**src/rtl/bsg_vanilla_pkg.sv**
```systemverilog
// bsg_vanilla_pkg: shared instruction types, NOP constant and sequencer FSM states.
package bsg_vanilla_pkg;
    typedef struct packed {
        logic [6:0] funct7;
        logic [4:0] rs2;
        logic [4:0] rs1;
        logic [2:0] funct3;
        logic [4:0] rd;
        logic [6:0] opcode;
    } instruction_s;

    typedef logic [31:0] instruction_t;

    localparam instruction_t vanilla_nop_gp = 32'h00000013;

    typedef enum logic {eRun, eWait} dual_seq_state_e;
endpackage

```
**src/rtl/dual_issue_queue.sv**
```systemverilog
// dual_issue_queue: circular instruction/PC queue with one write port,
// a dual-read head pair and a pop of 0, 1 or 2 entries per cycle.
module dual_issue_queue
    import bsg_vanilla_pkg::*;
#(
    parameter int depth_p    = 4,
    parameter int pc_width_p = 32
) (
    input  logic                    clk_i,
    input  logic                    reset_n_i,
    input  logic                    flush_i,
    input  logic                    enq_i,
    input  logic [31:0]             instr_i,
    input  logic [pc_width_p-1:0]   pc_i,
    input  logic [1:0]              pop_i,
    output logic [$clog2(depth_p):0] count_o,
    output logic [31:0]             head_instr_o [2],
    output logic [pc_width_p-1:0]   head_pc_o [2]
);
    localparam int ptr_w_lp = $clog2(depth_p);
    localparam int cnt_w_lp = ptr_w_lp + 1;

    instruction_s          instr_mem [depth_p];
    logic [pc_width_p-1:0] pc_mem [depth_p];
    logic [ptr_w_lp-1:0]   rd_ptr, wr_ptr, rd_ptr_1;

    assign rd_ptr_1        = rd_ptr + ptr_w_lp'(1);
    assign head_instr_o[0] = instr_mem[rd_ptr];
    assign head_instr_o[1] = instr_mem[rd_ptr_1];
    assign head_pc_o[0]    = pc_mem[rd_ptr];
    assign head_pc_o[1]    = pc_mem[rd_ptr_1];

    // Pointers wrap naturally because depth_p is a power of two.
    always_ff @(posedge clk_i or negedge reset_n_i) begin
        if (!reset_n_i) begin
            rd_ptr  <= '0;
            wr_ptr  <= '0;
            count_o <= '0;
        end else if (flush_i) begin
            rd_ptr  <= '0;
            wr_ptr  <= '0;
            count_o <= '0;
        end else begin
            rd_ptr  <= rd_ptr + ptr_w_lp'(pop_i);
            wr_ptr  <= wr_ptr + ptr_w_lp'(enq_i);
            count_o <= count_o + cnt_w_lp'(enq_i) - cnt_w_lp'(pop_i);
        end
    end

    always_ff @(posedge clk_i) begin
        if (enq_i) begin
            instr_mem[wr_ptr] <= instr_i;
            pc_mem[wr_ptr]    <= pc_i;
        end
    end
endmodule

```
**src/rtl/dual_issue_sequencer.sv**
```systemverilog
// dual_issue_sequencer: presents the queued head pair to the pair decoder and
// issues one or two instructions per cycle, stalling after PC-changing ops.
module dual_issue_sequencer
    import bsg_vanilla_pkg::*;
#(
    parameter int depth_p    = 4,
    parameter int pc_width_p = 32
) (
    input  logic                  clk_i,
    input  logic                  reset_n_i,
    input  logic                  fetch_v_i,
    input  logic [31:0]           fetch_instr_i,
    input  logic [pc_width_p-1:0] fetch_pc_i,
    output logic                  fetch_ready_o,
    output logic [31:0]           pair_instr_o [2],
    output logic [1:0]            pair_v_o,
    input  logic                  single_issue_i,
    input  logic                  ctrl_op_i,
    output logic                  issue_v_o,
    output logic [1:0]            issue_count_o,
    output logic [31:0]           issue_instr_o [2],
    output logic [pc_width_p-1:0] issue_pc_o [2],
    input  logic                  issue_ready_i,
    input  logic                  resolve_i,
    input  logic                  flush_i,
    output logic [31:0]           dual_cnt_o
);
    localparam int cnt_w_lp = $clog2(depth_p) + 1;

    dual_seq_state_e       state_r, state_n;
    logic [cnt_w_lp-1:0]   count;
    logic [31:0]           head_instr [2];
    logic [pc_width_p-1:0] head_pc [2];
    logic                  enq, fire;
    logic [1:0]            pop;

    assign fetch_ready_o = count < cnt_w_lp'(depth_p);
    assign enq           = fetch_v_i & fetch_ready_o & ~flush_i;
    assign pair_v_o      = {count > cnt_w_lp'(1), count != '0};

    assign pair_instr_o[0] = pair_v_o[0] ? head_instr[0] : vanilla_nop_gp;
    assign pair_instr_o[1] = pair_v_o[1] ? head_instr[1] : vanilla_nop_gp;

    assign issue_v_o     = (state_r == eRun) & pair_v_o[0];
    assign issue_count_o = !issue_v_o ? 2'd0
                         : (pair_v_o[1] & ~single_issue_i & ~ctrl_op_i) ? 2'd2 : 2'd1;

    assign issue_instr_o[0] = issue_v_o ? head_instr[0] : vanilla_nop_gp;
    assign issue_instr_o[1] = (issue_count_o == 2'd2) ? head_instr[1] : vanilla_nop_gp;
    assign issue_pc_o[0]    = issue_v_o ? head_pc[0] : '0;
    assign issue_pc_o[1]    = (issue_count_o == 2'd2) ? head_pc[1] : '0;

    // Flush wins over a same-cycle fire: nothing pops and nothing is counted.
    assign fire = issue_v_o & issue_ready_i & ~flush_i;
    assign pop  = fire ? issue_count_o : 2'd0;

    dual_issue_queue #(.depth_p(depth_p), .pc_width_p(pc_width_p)) queue (
        .clk_i        (clk_i),
        .reset_n_i    (reset_n_i),
        .flush_i      (flush_i),
        .enq_i        (enq),
        .instr_i      (fetch_instr_i),
        .pc_i         (fetch_pc_i),
        .pop_i        (pop),
        .count_o      (count),
        .head_instr_o (head_instr),
        .head_pc_o    (head_pc)
    );

    always_ff @(posedge clk_i or negedge reset_n_i) begin
        if (!reset_n_i) begin
            state_r    <= eRun;
            dual_cnt_o <= '0;
        end else begin
            state_r <= state_n;
            if (fire && issue_count_o == 2'd2)
                dual_cnt_o <= dual_cnt_o + 32'd1;
        end
    end

    always_comb begin
        state_n = state_r;
        if (flush_i)
            state_n = eRun;
        else if (state_r == eRun && fire && ctrl_op_i)
            state_n = eWait;
        else if (state_r == eWait && resolve_i)
            state_n = eRun;
    end
endmodule

```
**config.mk**
```make
export PLATFORM = sky130hd
export DESIGN_NAME = dual_issue_sequencer
export DESIGN_NICKNAME = d
export VERILOG_FILES = /design/src/rtl/bsg_vanilla_pkg.sv /design/src/rtl/dual_issue_queue.sv /design/src/rtl/dual_issue_sequencer.sv
export SDC_FILE = /design/constraint.sdc
export NUM_CORES = 1
export LEC_CHECK = 0
export BUFFER_PORTS_ARGS = -buffer_cell sky130_fd_sc_hd__buf_2
export CAP_MARGIN = 5
export CORE_ASPECT_RATIO = 0.8
export CORE_MARGIN = 2
export CORE_UTILIZATION = 31
export CTS_BUF_LIST = sky130_fd_sc_hd__clkbuf_8
export CTS_CLUSTER_DIAMETER = 80
export DETAILED_ROUTE_END_ITERATION = 6
export GPL_TIMING_DRIVEN = 0
export PLACE_DENSITY = 0.6
export SETUP_SLACK_MARGIN = 0.1
export SLEW_MARGIN = 15
export SYNTH_ARGS = -nofsm -noshare
export SYNTH_HDL_FRONTEND = slang
export SYNTH_HIERARCHICAL = 1
export SYNTH_SLANG_ARGS = --single-unit
```
**constraint.sdc**
```tcl
create_clock -name clk_i -period 6.7 [get_ports clk_i]
set_input_delay 1.34 -clock clk_i [delete_from_list [all_inputs] [get_ports clk_i]]
set_output_delay 1.34 -clock clk_i [all_outputs]
set_load 0.02 [all_outputs]
```
==> results.sh <==
export IMPL_ctsResizeCount=0
export IMPL_clkTransAtPathRegs_ns=0.05
export IMPL_max_cap_violations=0
export IMPL_design_final_nets=1242
export IMPL_worstSetupEndpoint="issue_instr_o[29]"
export IMPL_regToRegEndpoint="queue/count_o[2]$_DFF_PN0_"
export IMPL_ant_nets=0
export IMPL_netlist_cell_type_count=35
export IMPL_worstSkewPairLatency_ns=0.60
export IMPL_die_area_sq_um=47100
export IMPL_post_cts_setup_buffers=0
export IMPL_power_per_cell_area_nw_per_um2=327
export IMPL_post_synth_top_area_fraction_pct=54.6
export IMPL_async_flop_share_pct=13.5
export IMPL_synth_seq_area_share_pct=61.7
export IMPL_grt_util_all_layers_pct=16.6
export IMPL_clock_tree_root_cell="sky130_fd_sc_hd__clkbuf_8"
export IMPL_synth_edff_count=256
export IMPL_report_final_hold_viol_count=0
export IMPL_floorplan_initialDensity_pct=31.5
export IMPL_grt_antenna_before_repair=5
export IMPL_height_of_the_chip_um=195
export IMPL_pin_count=302
export IMPL_fin_hold_ws_ns=0.476
export IMPL_vias_per_cell=4.81
export IMPL_critical_path_reg2reg_startpoint="state_r$_DFFE_PN0P_"
export IMPL_tritoncts="built"
export IMPL_synth_warnings=6
export IMPL_globalRouteOverflowTotal=0
export IMPL_die_w_um=242
export IMPL_crit_path_max_fanout=10
export IMPL_max_vdd_ir_drop_uv=149
export IMPL_cellLeakagePower_nw=6.74
export IMPL_setup_slack_of_the_worst_register_to_register_path_ns=3.59
export IMPL_hold_bufs_at_cts=0
export IMPL_first_global_vias=9215
export IMPL_ys_dominant_reg_cell="sky130_fd_sc_hd__edfxtp_1"
export IMPL_cp_startpoint="single_issue_i"
export IMPL_tritoncts_num_buffers=51
export IMPL_num_vias=8685
export IMPL_status="finished, final reports clean"
export IMPL_fp_row_count=69
export IMPL_floorplan_core_area_sq_um=44600
export IMPL_rsz_0062_raised_after_global_routing="no"
export IMPL_drt_pass_1_iters=4
export IMPL_io_buffer_count=301
export IMPL_syn2layout_area_growth_pct=24.3
export IMPL_post_dp_hpwl_mm=27.5
export IMPL_drt_iter0_drc=557
export IMPL_timing_critical_path_to_type="output port"
export IMPL_netlist_top_cell_by_area="sky130_fd_sc_hd__edfxtp_1"
export IMPL_final_design_area_no_fill_sq_um=17500
export IMPL_required_arrival_time_at_the_worst_endpoint_ns=5.36
export IMPL_timing_worst_setup_path_type="primary input to output port"
export IMPL_syn_area_sq_um=14100
export IMPL_r2r_worst_path_cells=10
export IMPL_netlist_instances=799
export IMPL_drc=0
export IMPL_finalCoreUtilization_pct=39.2
export IMPL_final_max_slew_viol_count=0
export IMPL_largest_net_degree_at_the_start_of_global_routing=41
export IMPL_fmax_mhz=193
export IMPL_min_path_type="flop to flop"
export IMPL_cts_max_level=2
export IMPL_finalWirelength_mm=39.2
export IMPL_synth_fp_nets=878
export IMPL_routability_driven_placement_congestion_ratio=0.745
export IMPL_syn_area_per_cell_sq_um=17.6
export IMPL_final_cell_mix="303 x sky130_fd_sc_hd__buf_2, 256 x sky130_fd_sc_hd__edfxtp_1, 152 x sky130_fd_sc_hd__and2_1"
export IMPL_clockBufferDepth=3
export IMPL_fin_skew_ns=0.0191
export IMPL_post_route_cells_drive_above_1_share_pct=45.4
export IMPL_cp_arrival_ns=3.84
export IMPL_maxSlewHeadroom_pct=36.8
export IMPL_synth_top_cells_by_area="sky130_fd_sc_hd__edfxtp_1 55%, sky130_fd_sc_hd__mux4_2 20%, sky130_fd_sc_hd__dfrtp_1 7.1%"
export IMPL_place_area_sq_um=16500
export IMPL_setup_viol=0
export IMPL_post_route_period_util_pct=77.4
export IMPL_total_power_mw=5.73
export IMPL_final_common_cell="sky130_fd_sc_hd__buf_2"
export IMPL_drt_wirelength_per_cell_um=21.7
export IMPL_worst_pin_slew_ns=0.948
export IMPL_timing_final_crit_period_ns=5.18
export IMPL_clock_sinks=296
export IMPL_setup_worst_path_start_class="primary input"
export IMPL_yosys_register_bits=296
export IMPL_global_route_wire_length_before_repair_mm=58.6
## cell families (layout without fill, tap and decap cells)
kind of cell | Yosys count | after routing | share of synthesized area, %
DFF | 296 | 296 | 61.7
buffers and inverters | 63 | 464 | 2.72
muxes | 130 | 130 | 20.6
other | 0 | 3 | 0
and+or+nand+nor | 269 | 269 | 11.9
adders and majority gates | 7 | 7 | 0.676
xor gates and xnor gates | 34 | 34 | 2.31
## metrics by stage
stage               setup TNS (ns)  cells  worst slack, ns
floorplan                        0    799             1.70
global placement           -177.41   1703            -1.67
detailed placement               0   1713             1.47
CTS                              0   1803             1.46
global route                     0   1805             1.38
finish                           0   1806             1.52
## routing by layer
metal	wire (um)	track usage, %	vias to the layer above	share of wire (%)
li1	-	-	3841	-
met1	17700	23.0	4472	45
met2	17900	25.8	297	46
met3	2740	4.61	71	7.0
met4	807	4.71	4	2.1
met5	26	0	-	0.066
## cell usage after synthesis (3+ instances only)
cell / number
sky130_fd_sc_hd__edfxtp_1: 256
sky130_fd_sc_hd__and2_1: 152
sky130_fd_sc_hd__mux4_2: 128
sky130_fd_sc_hd__dfrtp_1: 40
sky130_fd_sc_hd__nor2b_1: 33
sky130_fd_sc_hd__xnor2_1: 27
sky130_fd_sc_hd__clkbuf_1: 20
sky130_fd_sc_hd__buf_4: 16
sky130_fd_sc_hd__nor2_1: 14
sky130_fd_sc_hd__inv_1: 13
sky130_fd_sc_hd__nand3_1: 13
sky130_fd_sc_hd__buf_6: 11
sky130_fd_sc_hd__nand2b_1: 11
sky130_fd_sc_hd__nand2_1: 10
sky130_fd_sc_hd__nand4_1: 10
sky130_fd_sc_hd__ha_1: 6
sky130_fd_sc_hd__and3_1: 5
sky130_fd_sc_hd__xor2_1: 5
sky130_fd_sc_hd__nor3_1: 4
sky130_fd_sc_hd__nor4_1: 3
sky130_fd_sc_hd__or2_2: 3
## layout make-up
| cell class | count | area, sq um |
|---|---|---|
| repair buffers | 311 | 1700 |
| clock buffers | 53 | 729 |
| diodes | 3 | 7.51 |
| multi-input cells | 440 | 5030 |
| well taps | 603 | 754 |
| fillers | 4222 | 27100 |
| inverters | 13 | 48.8 |
| flip-flops and latches | 296 | 8690 |
| clock inverters | 37 | 200 |
| plain buffers | 50 | 334 |
## where the power goes
group / internal, mW / switching [mW]
combinational: 0.772 / 1.30
sequential: 2.08 / 0.0387
clock: 0.805 / 0.731
## flip-flops by register name, summed over array words and instances (netlist names)
name,cells
queue/pc_mem,128
queue/instr_mem,128
queue/rd_ptr,2
dual_cnt_o,32
queue/wr_ptr,2
queue/count_o,3
state_r,1
## critical path, stage by stage
cell and delay [ns]:
sky130_fd_sc_hd__buf_2 0.12, sky130_fd_sc_hd__or4_1 0.54, sky130_fd_sc_hd__buf_4 0.20, sky130_fd_sc_hd__inv_1 0.10, sky130_fd_sc_hd__clkbuf_2 0.38, sky130_fd_sc_hd__clkbuf_1 0.76, sky130_fd_sc_hd__and2_1 0.22, sky130_fd_sc_hd__buf_2 0.18
## worst min-delay path by stage
stage | from | endpoint | cells past startpoint
finish | dual_cnt_o[31]$_DFFE_PN0P_ | dual_cnt_o[31]$_DFFE_PN0P_ | 1
CTS | dual_cnt_o[31]$_DFFE_PN0P_ | dual_cnt_o[31]$_DFFE_PN0P_ | 1
detailed placement | dual_cnt_o[31]$_DFFE_PN0P_ | dual_cnt_o[31]$_DFFE_PN0P_ | 1
floorplan | queue/wr_ptr[1]$_DFF_PN0_ | queue/wr_ptr[1]$_DFF_PN0_ | 2
global placement | dual_cnt_o[31]$_DFFE_PN0P_ | dual_cnt_o[31]$_DFFE_PN0P_ | 1
global route | dual_cnt_o[31]$_DFFE_PN0P_ | dual_cnt_o[31]$_DFFE_PN0P_ | 1
No activity file was read; power rests on OpenSTA's default activity.
